### src/rtl/alu_pkg.sv
// Shared encodings for the ALU operation sequencer: FSM states, opcodes and
// the result flag bundle.
package alu_pkg;

  localparam int STATE_W = 2;

  localparam logic [STATE_W-1:0] ST_LOAD_A = 2'd0;
  localparam logic [STATE_W-1:0] ST_LOAD_B = 2'd1;
  localparam logic [STATE_W-1:0] ST_EXEC   = 2'd2;
  localparam logic [STATE_W-1:0] ST_SHOW   = 2'd3;

  localparam logic [3:0] OP_ADD = 4'd0;
  localparam logic [3:0] OP_SUB = 4'd1;
  localparam logic [3:0] OP_AND = 4'd2;
  localparam logic [3:0] OP_OR  = 4'd3;
  localparam logic [3:0] OP_XOR = 4'd4;
  localparam logic [3:0] OP_NOT = 4'd5;
  localparam logic [3:0] OP_SHL = 4'd6;
  localparam logic [3:0] OP_SHR = 4'd7;
  localparam logic [3:0] OP_MUL = 4'd8;
  localparam logic [3:0] OP_DIV = 4'd9;
  localparam logic [3:0] OP_CMP = 4'd10;

  typedef struct packed {
    logic carry;
    logic zero;
    logic ovf;
    logic err;
  } flags_t;

  function automatic logic is_iter_op(input logic [3:0] op);
    return (op == OP_MUL) || (op == OP_DIV);
  endfunction

endpackage

### src/rtl/alu_iter_unit.sv
// Iterative unsigned multiply (shift-add) and restoring divide datapath.
// One iteration per clock; the first iteration works directly on the inputs.
module alu_iter_unit #(
  parameter int WIDTH = 8,
  parameter int CNTW  = $clog2(WIDTH + 1)
) (
  input  logic                 clock,
  input  logic                 reset,
  input  logic                 clear,
  input  logic                 start,
  input  logic                 is_div,
  input  logic [WIDTH-1:0]     a,
  input  logic [WIDTH-1:0]     b,
  output logic                 busy,
  output logic                 done,
  output logic [2*WIDTH-1:0]   result
);

  logic [2*WIDTH-1:0] p_q;
  logic [WIDTH-1:0]   b_q;
  logic               div_q;
  logic               running;
  logic [CNTW-1:0]    cnt_q;

  logic               first;
  logic               active;
  logic               last;
  logic [2*WIDTH-1:0] cur_p;
  logic [WIDTH-1:0]   cur_b;
  logic               cur_div;
  logic [CNTW-1:0]    idx;
  logic [WIDTH:0]     mul_hi;
  logic [WIDTH:0]     div_sh;
  logic               div_ge;
  logic [WIDTH-1:0]   div_r;
  logic [2*WIDTH-1:0] p_next;

  // p holds {partial_high, multiplier} for MUL and {remainder, quotient} for DIV
  always_comb begin
    first   = start & ~running;
    active  = first | running;
    cur_p   = first ? {{WIDTH{1'b0}}, a} : p_q;
    cur_b   = first ? b : b_q;
    cur_div = first ? is_div : div_q;
    idx     = first ? '0 : cnt_q;
    last    = (idx == CNTW'(WIDTH - 1));

    mul_hi  = {1'b0, cur_p[2*WIDTH-1:WIDTH]} + (cur_p[0] ? {1'b0, cur_b} : '0);
    div_sh  = {cur_p[2*WIDTH-1:WIDTH], cur_p[WIDTH-1]};
    div_ge  = (div_sh >= {1'b0, cur_b});
    div_r   = div_sh[WIDTH-1:0] - cur_b;

    if (cur_div)
      p_next = {(div_ge ? div_r : div_sh[WIDTH-1:0]), cur_p[WIDTH-2:0], div_ge};
    else
      p_next = {mul_hi, cur_p[WIDTH-1:1]};
  end

  assign busy   = running;
  assign done   = active & last;
  assign result = p_next;

  always_ff @(posedge clock or negedge reset) begin
    if (!reset) begin
      p_q     <= '0;
      b_q     <= '0;
      div_q   <= 1'b0;
      running <= 1'b0;
      cnt_q   <= '0;
    end else if (clear) begin
      running <= 1'b0;
      cnt_q   <= '0;
    end else if (active) begin
      p_q   <= p_next;
      b_q   <= cur_b;
      div_q <= cur_div;
      if (last) begin
        running <= 1'b0;
        cnt_q   <= '0;
      end else begin
        running <= 1'b1;
        cnt_q   <= idx + CNTW'(1);
      end
    end
  end

endmodule

### src/rtl/alu_op_sequencer.sv
// Step-driven ALU sequencer: loads A and B from the data bus, executes one
// operation (single-cycle or iterative) and holds the result for display.
module alu_op_sequencer
  import alu_pkg::*;
#(
  parameter int WIDTH = 8,
  parameter int CNTW  = $clog2(WIDTH + 1)
) (
  input  logic                 clock,
  input  logic                 reset,
  input  logic                 step,
  input  logic                 clear,
  input  logic                 chain,
  input  logic [WIDTH-1:0]     data_in,
  input  logic [3:0]           op,
  output logic [WIDTH-1:0]     a_out,
  output logic [WIDTH-1:0]     b_out,
  output logic [2*WIDTH-1:0]   y_out,
  output logic                 carry,
  output logic                 zero,
  output logic                 ovf,
  output logic                 err,
  output logic                 busy,
  output logic                 done,
  output logic [STATE_W-1:0]   state_out
);

  logic [STATE_W-1:0] state;
  logic [WIDTH-1:0]   a_q;
  logic [WIDTH-1:0]   b_q;
  logic [2*WIDTH-1:0] y_q;
  logic [3:0]         op_q;
  flags_t             flags_q;
  logic               step_q;
  logic               done_q;

  logic               step_pulse;
  logic [WIDTH:0]     sum;
  logic [WIDTH-1:0]   diff;
  logic [CNTW-1:0]    shamt;
  logic               div_by_zero;
  logic               iter_op;
  logic               iter_start;
  logic               iter_busy;
  logic               iter_done;
  logic [2*WIDTH-1:0] iter_result;
  logic [2*WIDTH-1:0] sc_y;
  flags_t             sc_flags;

  assign step_pulse  = step & ~step_q;
  assign sum         = {1'b0, a_q} + {1'b0, b_q};
  assign diff        = a_q - b_q;
  assign shamt       = b_q[CNTW-1:0];
  assign div_by_zero = (op_q == OP_DIV) && (b_q == '0);
  assign iter_op     = is_iter_op(op_q) && !div_by_zero;
  assign iter_start  = (state == ST_EXEC) && iter_op && !iter_busy;

  alu_iter_unit #(
    .WIDTH (WIDTH),
    .CNTW  (CNTW)
  ) u_iter (
    .clock  (clock),
    .reset  (reset),
    .clear  (clear),
    .start  (iter_start),
    .is_div (op_q == OP_DIV),
    .a      (a_q),
    .b      (b_q),
    .busy   (iter_busy),
    .done   (iter_done),
    .result (iter_result)
  );

  // Single-cycle result; DIV by zero is resolved here without iterating
  always_comb begin
    sc_y     = '0;
    sc_flags = '0;
    case (op_q)
      OP_ADD: begin
        sc_y[WIDTH-1:0] = sum[WIDTH-1:0];
        sc_flags.carry  = sum[WIDTH];
        sc_flags.ovf    = (a_q[WIDTH-1] == b_q[WIDTH-1]) && (sum[WIDTH-1] != a_q[WIDTH-1]);
      end
      OP_SUB: begin
        sc_y[WIDTH-1:0] = diff;
        sc_flags.carry  = (a_q >= b_q);
        sc_flags.ovf    = (a_q[WIDTH-1] != b_q[WIDTH-1]) && (diff[WIDTH-1] != a_q[WIDTH-1]);
      end
      OP_AND: sc_y[WIDTH-1:0] = a_q & b_q;
      OP_OR:  sc_y[WIDTH-1:0] = a_q | b_q;
      OP_XOR: sc_y[WIDTH-1:0] = a_q ^ b_q;
      OP_NOT: sc_y[WIDTH-1:0] = ~a_q;
      OP_SHL: sc_y[WIDTH-1:0] = a_q << shamt;
      OP_SHR: sc_y[WIDTH-1:0] = a_q >> shamt;
      OP_MUL: sc_y = '0;
      OP_DIV: begin
        if (div_by_zero) begin
          sc_y         = '1;
          sc_flags.err = 1'b1;
        end
      end
      OP_CMP: begin
        sc_y[0] = (a_q == b_q);
        sc_y[1] = (a_q < b_q);
        sc_y[2] = ($signed(a_q) < $signed(b_q));
      end
      default: sc_flags.err = 1'b1;
    endcase
    sc_flags.zero = (sc_y == '0);
  end

  // Control FSM; clear wins over step in every state and aborts iteration
  always_ff @(posedge clock or negedge reset) begin
    if (!reset) begin
      state   <= ST_LOAD_A;
      a_q     <= '0;
      b_q     <= '0;
      y_q     <= '0;
      op_q    <= '0;
      flags_q <= '0;
      step_q  <= 1'b0;
      done_q  <= 1'b0;
    end else begin
      step_q <= step;
      done_q <= 1'b0;
      if (clear) begin
        state   <= ST_LOAD_A;
        a_q     <= '0;
        b_q     <= '0;
        y_q     <= '0;
        op_q    <= '0;
        flags_q <= '0;
      end else begin
        case (state)
          ST_LOAD_A: begin
            if (step_pulse) begin
              a_q   <= data_in;
              state <= ST_LOAD_B;
            end
          end
          ST_LOAD_B: begin
            if (step_pulse) begin
              b_q   <= data_in;
              op_q  <= op;
              state <= ST_EXEC;
            end
          end
          ST_EXEC: begin
            if (!iter_op) begin
              y_q     <= sc_y;
              flags_q <= sc_flags;
              done_q  <= 1'b1;
              state   <= ST_SHOW;
            end else if (iter_done) begin
              y_q           <= iter_result;
              flags_q       <= '0;
              flags_q.zero  <= (iter_result == '0);
              done_q        <= 1'b1;
              state         <= ST_SHOW;
            end
          end
          ST_SHOW: begin
            if (step_pulse) begin
              if (chain) begin
                a_q   <= y_q[WIDTH-1:0];
                state <= ST_LOAD_B;
              end else begin
                state <= ST_LOAD_A;
              end
            end
          end
          default: state <= ST_LOAD_A;
        endcase
      end
    end
  end

  assign a_out     = a_q;
  assign b_out     = b_q;
  assign y_out     = y_q;
  assign carry     = flags_q.carry;
  assign zero      = flags_q.zero;
  assign ovf       = flags_q.ovf;
  assign err       = flags_q.err;
  assign busy      = (state == ST_EXEC);
  assign done      = done_q;
  assign state_out = state;

endmodule

### config.mk
export PLATFORM = sky130hd
export DESIGN_NAME = alu_op_sequencer
export DESIGN_NICKNAME = d
export VERILOG_FILES = /design/src/rtl/alu_pkg.sv /design/src/rtl/alu_iter_unit.sv /design/src/rtl/alu_op_sequencer.sv
export SDC_FILE = /design/constraint.sdc
export NUM_CORES = 1
export LEC_CHECK = 0
export CAP_MARGIN = 20
export CORE_MARGIN = 8
export CORE_UTILIZATION = 50
export CTS_BUF_LIST = sky130_fd_sc_hd__clkbuf_16
export CTS_CLUSTER_DIAMETER = 100
export DETAILED_ROUTE_END_ITERATION = 8
export GPL_ROUTABILITY_DRIVEN = 0
export GPL_TIMING_DRIVEN = 0
export PLACE_DENSITY = 0.76
export SLEW_MARGIN = 0
export SYNTH_ARGS = -nofsm -noshare
export SYNTH_HDL_FRONTEND = slang
export SYNTH_HIERARCHICAL = 1
export SYNTH_SLANG_ARGS = --single-unit
### constraint.sdc
create_clock -name clock -period 5.2 [get_ports clock]
set_input_delay 0.78 -clock clock [delete_from_list [all_inputs] [get_ports clock]]
set_output_delay 0.78 -clock clock [all_outputs]
set_load 0.05 [all_outputs]
==> impl_metrics.yaml <==
critical_path:
  end_kind: "flip-flop"
  cp_top_family: "simple AND/OR/NAND/NOR gates"
  critPathMaxFanout: 10
  critPathRequiredTime_ps: 5450
  crit_buf_inv: 5
  crit_chain: "buf_4, nor4b_4, a31oi_4, nand2_4, nor2_4, nand2b_1, buf_6, buf_6, buf_12, mux2i_4, ha_2, and4_1, and3_1, nand3_1, nand3_4, nor2_4, buf_12, mux2i_2, mux2i_2, nor4_1, and4_2, a32oi_2, o31ai_2"
  slowest_delay_ps: 470
  crit_arrival_ps: 5270
  crit_slowest_cell: "dfrtp_2"
  ff2ff_path_depth: 23
  path_depth: 23
  path_class: "reg -> reg"
  crit_path_start_kind: "flip-flop"
yosys:
  synth_nets: 841
  yosys.area_share.simple_pct: 21.4
  synth_edf_count: 0
  ys.flop_type: "dfrtp_1"
  synth_top_family_by_area: "simple AND/OR/NAND/NOR gates"
  syn_inst: 778
  synth_mux_area_share_pct: 12.2
  synth_largest_area_cell: "dfrtp_1"
  async_reset_ff_share_pct: 100
  synth_top_area_share_pct: 27.6
  synth-xor-area-share_pct: 2.48
  yosys_warnings: 6
  synth_compound_area_share_pct: 21.2
  avgSynthCellArea_um2: 8.64
  ys_seq_area_share_pct: 27.6
  syn-cell-area_um2: 6720
  ys_ff_latch: 74
  yosysUniqueCellTypes: 90
  synth_area_leaders: "dfrtp_1 28%, ha_1 8.0%, mux2i_1 6.0%"
  synthAdderAreaFrac_pct: 8.90
floorplanning:
  fp.dieH_um: 132
  dieArea_um2: 17400
  die_x_um: 132
  initial_utilization_pct: 50.9
  row_count: 42
  coreArea_um2: 13200
  io_pins: 57
placement:
  dpl-instance-area_um2: 7530
  dp_hpwl_um: 16300
  io_buffers: 56
  placed_cells: 1011
timing:
  max_freq_mhz: 199
  worst_pin_slew_ps: 979
  clock_skew_ps: 6.58
  fin_crit_sh_pct: 96.5
  finalHoldViolCount: 0
  rsz0062_at_grt: "no"
  setup_viol: 0
  slew_headroom_pct: 33.1
  slew_violations: 0
  period_needed_ps: 5020
  finalSetupTns_ps: 0
drt:
  vias_per_cell: 6.51
  wl_per_cell_um: 21.8
  drt_drc_violations_left: 0
  vias: 6744
  drt_iter0_markers: 849
  ant_nets: 0
  finalWirelength_um: 22600
  firstDrtPassIters: 5
finish:
  final-seq-area_um2: 1860
  final_nets: 918
  multi_input_area_um2: 4690
  post-route-cell-area_um2: 8170
  instances_no_fill: 1036
  n_antenna_cell: 0
  fillCellCount: 1127
  area_growth_pct: 21.7
  drive_gt1_share_pct: 16.3
  utilization_pct: 62.0
clock_network:
  cts_tree: "done"
  clkLatencyLatePin_ps: 340
  cts_max_level: 3
  cts_sinks: 74
  clkSlewWorstSetupHoldPaths_ps: 60
  numCtsBuffers: 9
  cts_hold_buf: 0
  clock_path_buffers: 2
  clock-root-buffer: "clkbuf_16"
power_and_ir_drop:
  p_per_area_nw_per_um2: 393
  total_power_mw: 3.21
  p_leak_nw: 3.48
  ir_worst_vdd_mv: 0.265
min_path:
  hold_class: "in -> async"
grt:
  gr-usage-all-layers_pct: 24.8
  grt_pass1_wl_um: 34900
  overflow: 0
  grt_pass1_vias: 6308
  antenna_found_initial: 0
  grt_start_max_net_pins: 67
status:
  outcome: "finished clean"
run:
  max_cap_viol_count: 0
[routing by layer]
| layer | share of wire, % | global-route usage (%) | wire (um) |
|---|---|---|---|
| met5 | 0 | 0 | 0 |
| met4 | 3.4 | 7.91 | 762 |
| met3 | 10 | 5.87 | 2340 |
| met2 | 45 | 37.9 | 10100 |
| met1 | 42 | 33.8 | 9440 |
[cells in the final DEF, fill, tap and decap left out, types with 7 or more instances in the layout]
cell,count
nand2_1,98
dfrtp_1,71
nor2_1,58
clkdlybuf4s50_1,55
o21ai_0,42
ha_1,40
inv_1,35
a21oi_1,32
mux2i_1,26
nor3_1,21
clkbuf_1,17
a22o_1,17
mux2_2,17
nand3_1,17
o31ai_1,14
buf_4,14
buf_2,13
nor2b_1,11
nand2b_1,10
a31oi_1,10
xnor2_1,10
and2_1,9
nor4_1,9
a21o_1,9
clkbuf_16,9
mux2i_4,9
o22ai_1,8
xor2_1,8
or3_1,7
and3_1,7
mux4_2,7
[logic make-up after synthesis]
family | Yosys count
and+or+nand+nor | 286
AOI/OAI and AO/OA | 201
buffers and inverters | 84
DFF | 74
muxes | 68
adders and majority gates | 46
xor gates and xnor gates | 19
[sequential cells by signal (all words and copies together), names as in the netlist]
signal        count
done              1
carry             1
u_iter/busy       1
err               1
u_iter/b_q        8
state_out         2
step_q            1
u_iter/cnt_q      4
a_out             8
op_q              4
b_out             8
zero              1
u_iter/div_q      1
ovf               1
y_out            16
u_iter/p_q       16
[timing repair]
item,CTS,global route
endpoints found under the setup margin,17,1
cloned,0,0
buffers inserted,3,6
pin swaps,3,7
resized for setup,30,31
[stage by stage]
step / hold WS [ps] / setup WS (ps)
2_1_floorplan: 448 / 73.0
3_3_place_gp: 464 / -1000
3_5_place_dp: 470 / -1030
4_1_cts: 276 / 19.8
5_1_grt: 277 / 43.1
6_report: 279 / 182
[cell usage after synthesis, types with 17 or more instances]
library cell and instances:
nand2_1 99, dfrtp_1 74, nor2_1 60, ha_1 43, o21ai_0 43, mux2i_1 40
inv_1 33, a21oi_1 32, nor3_1 21, clkbuf_1 20, nand3_1 18, a22o_1 17
mux2_2 17
[cell type report]
type                       count  area share (%)
buffer                        49            4.01
clock buffer                   9            2.76
clock inverter                 7           0.750
inverter                      35            1.61
multi-input combinational    620            57.3
sequential                    74            22.7
tap                          176            2.69
timing repair buffer          66            8.14
[report_power, final]
part,switching (mW),total [mW],internal (mW)
Clock,0.246,0.612,0.367
Combinational,1.05,1.83,0.780
Sequential,0.122,0.776,0.654
[final timing paths]
kind	slack, ps	startpoint	end
max	180	b_out[0]$_DFFE_PN0P_	zero$_DFFE_PN0P_
min	280	reset	u_iter/b_q[3]$_DFFE_PN0P_
max reg2reg	180	b_out[0]$_DFFE_PN0P_	zero$_DFFE_PN0P_
min reg2reg	490	y_out[14]$_DFFE_PN0P_	y_out[14]$_DFFE_PN0P_
max in group asynchronous	4330	reset	b_out[3]$_DFFE_PN0P_
min in group clock	490	y_out[14]$_DFFE_PN0P_	y_out[14]$_DFFE_PN0P_
Note: power is estimated with default switching activity, not from simulation.
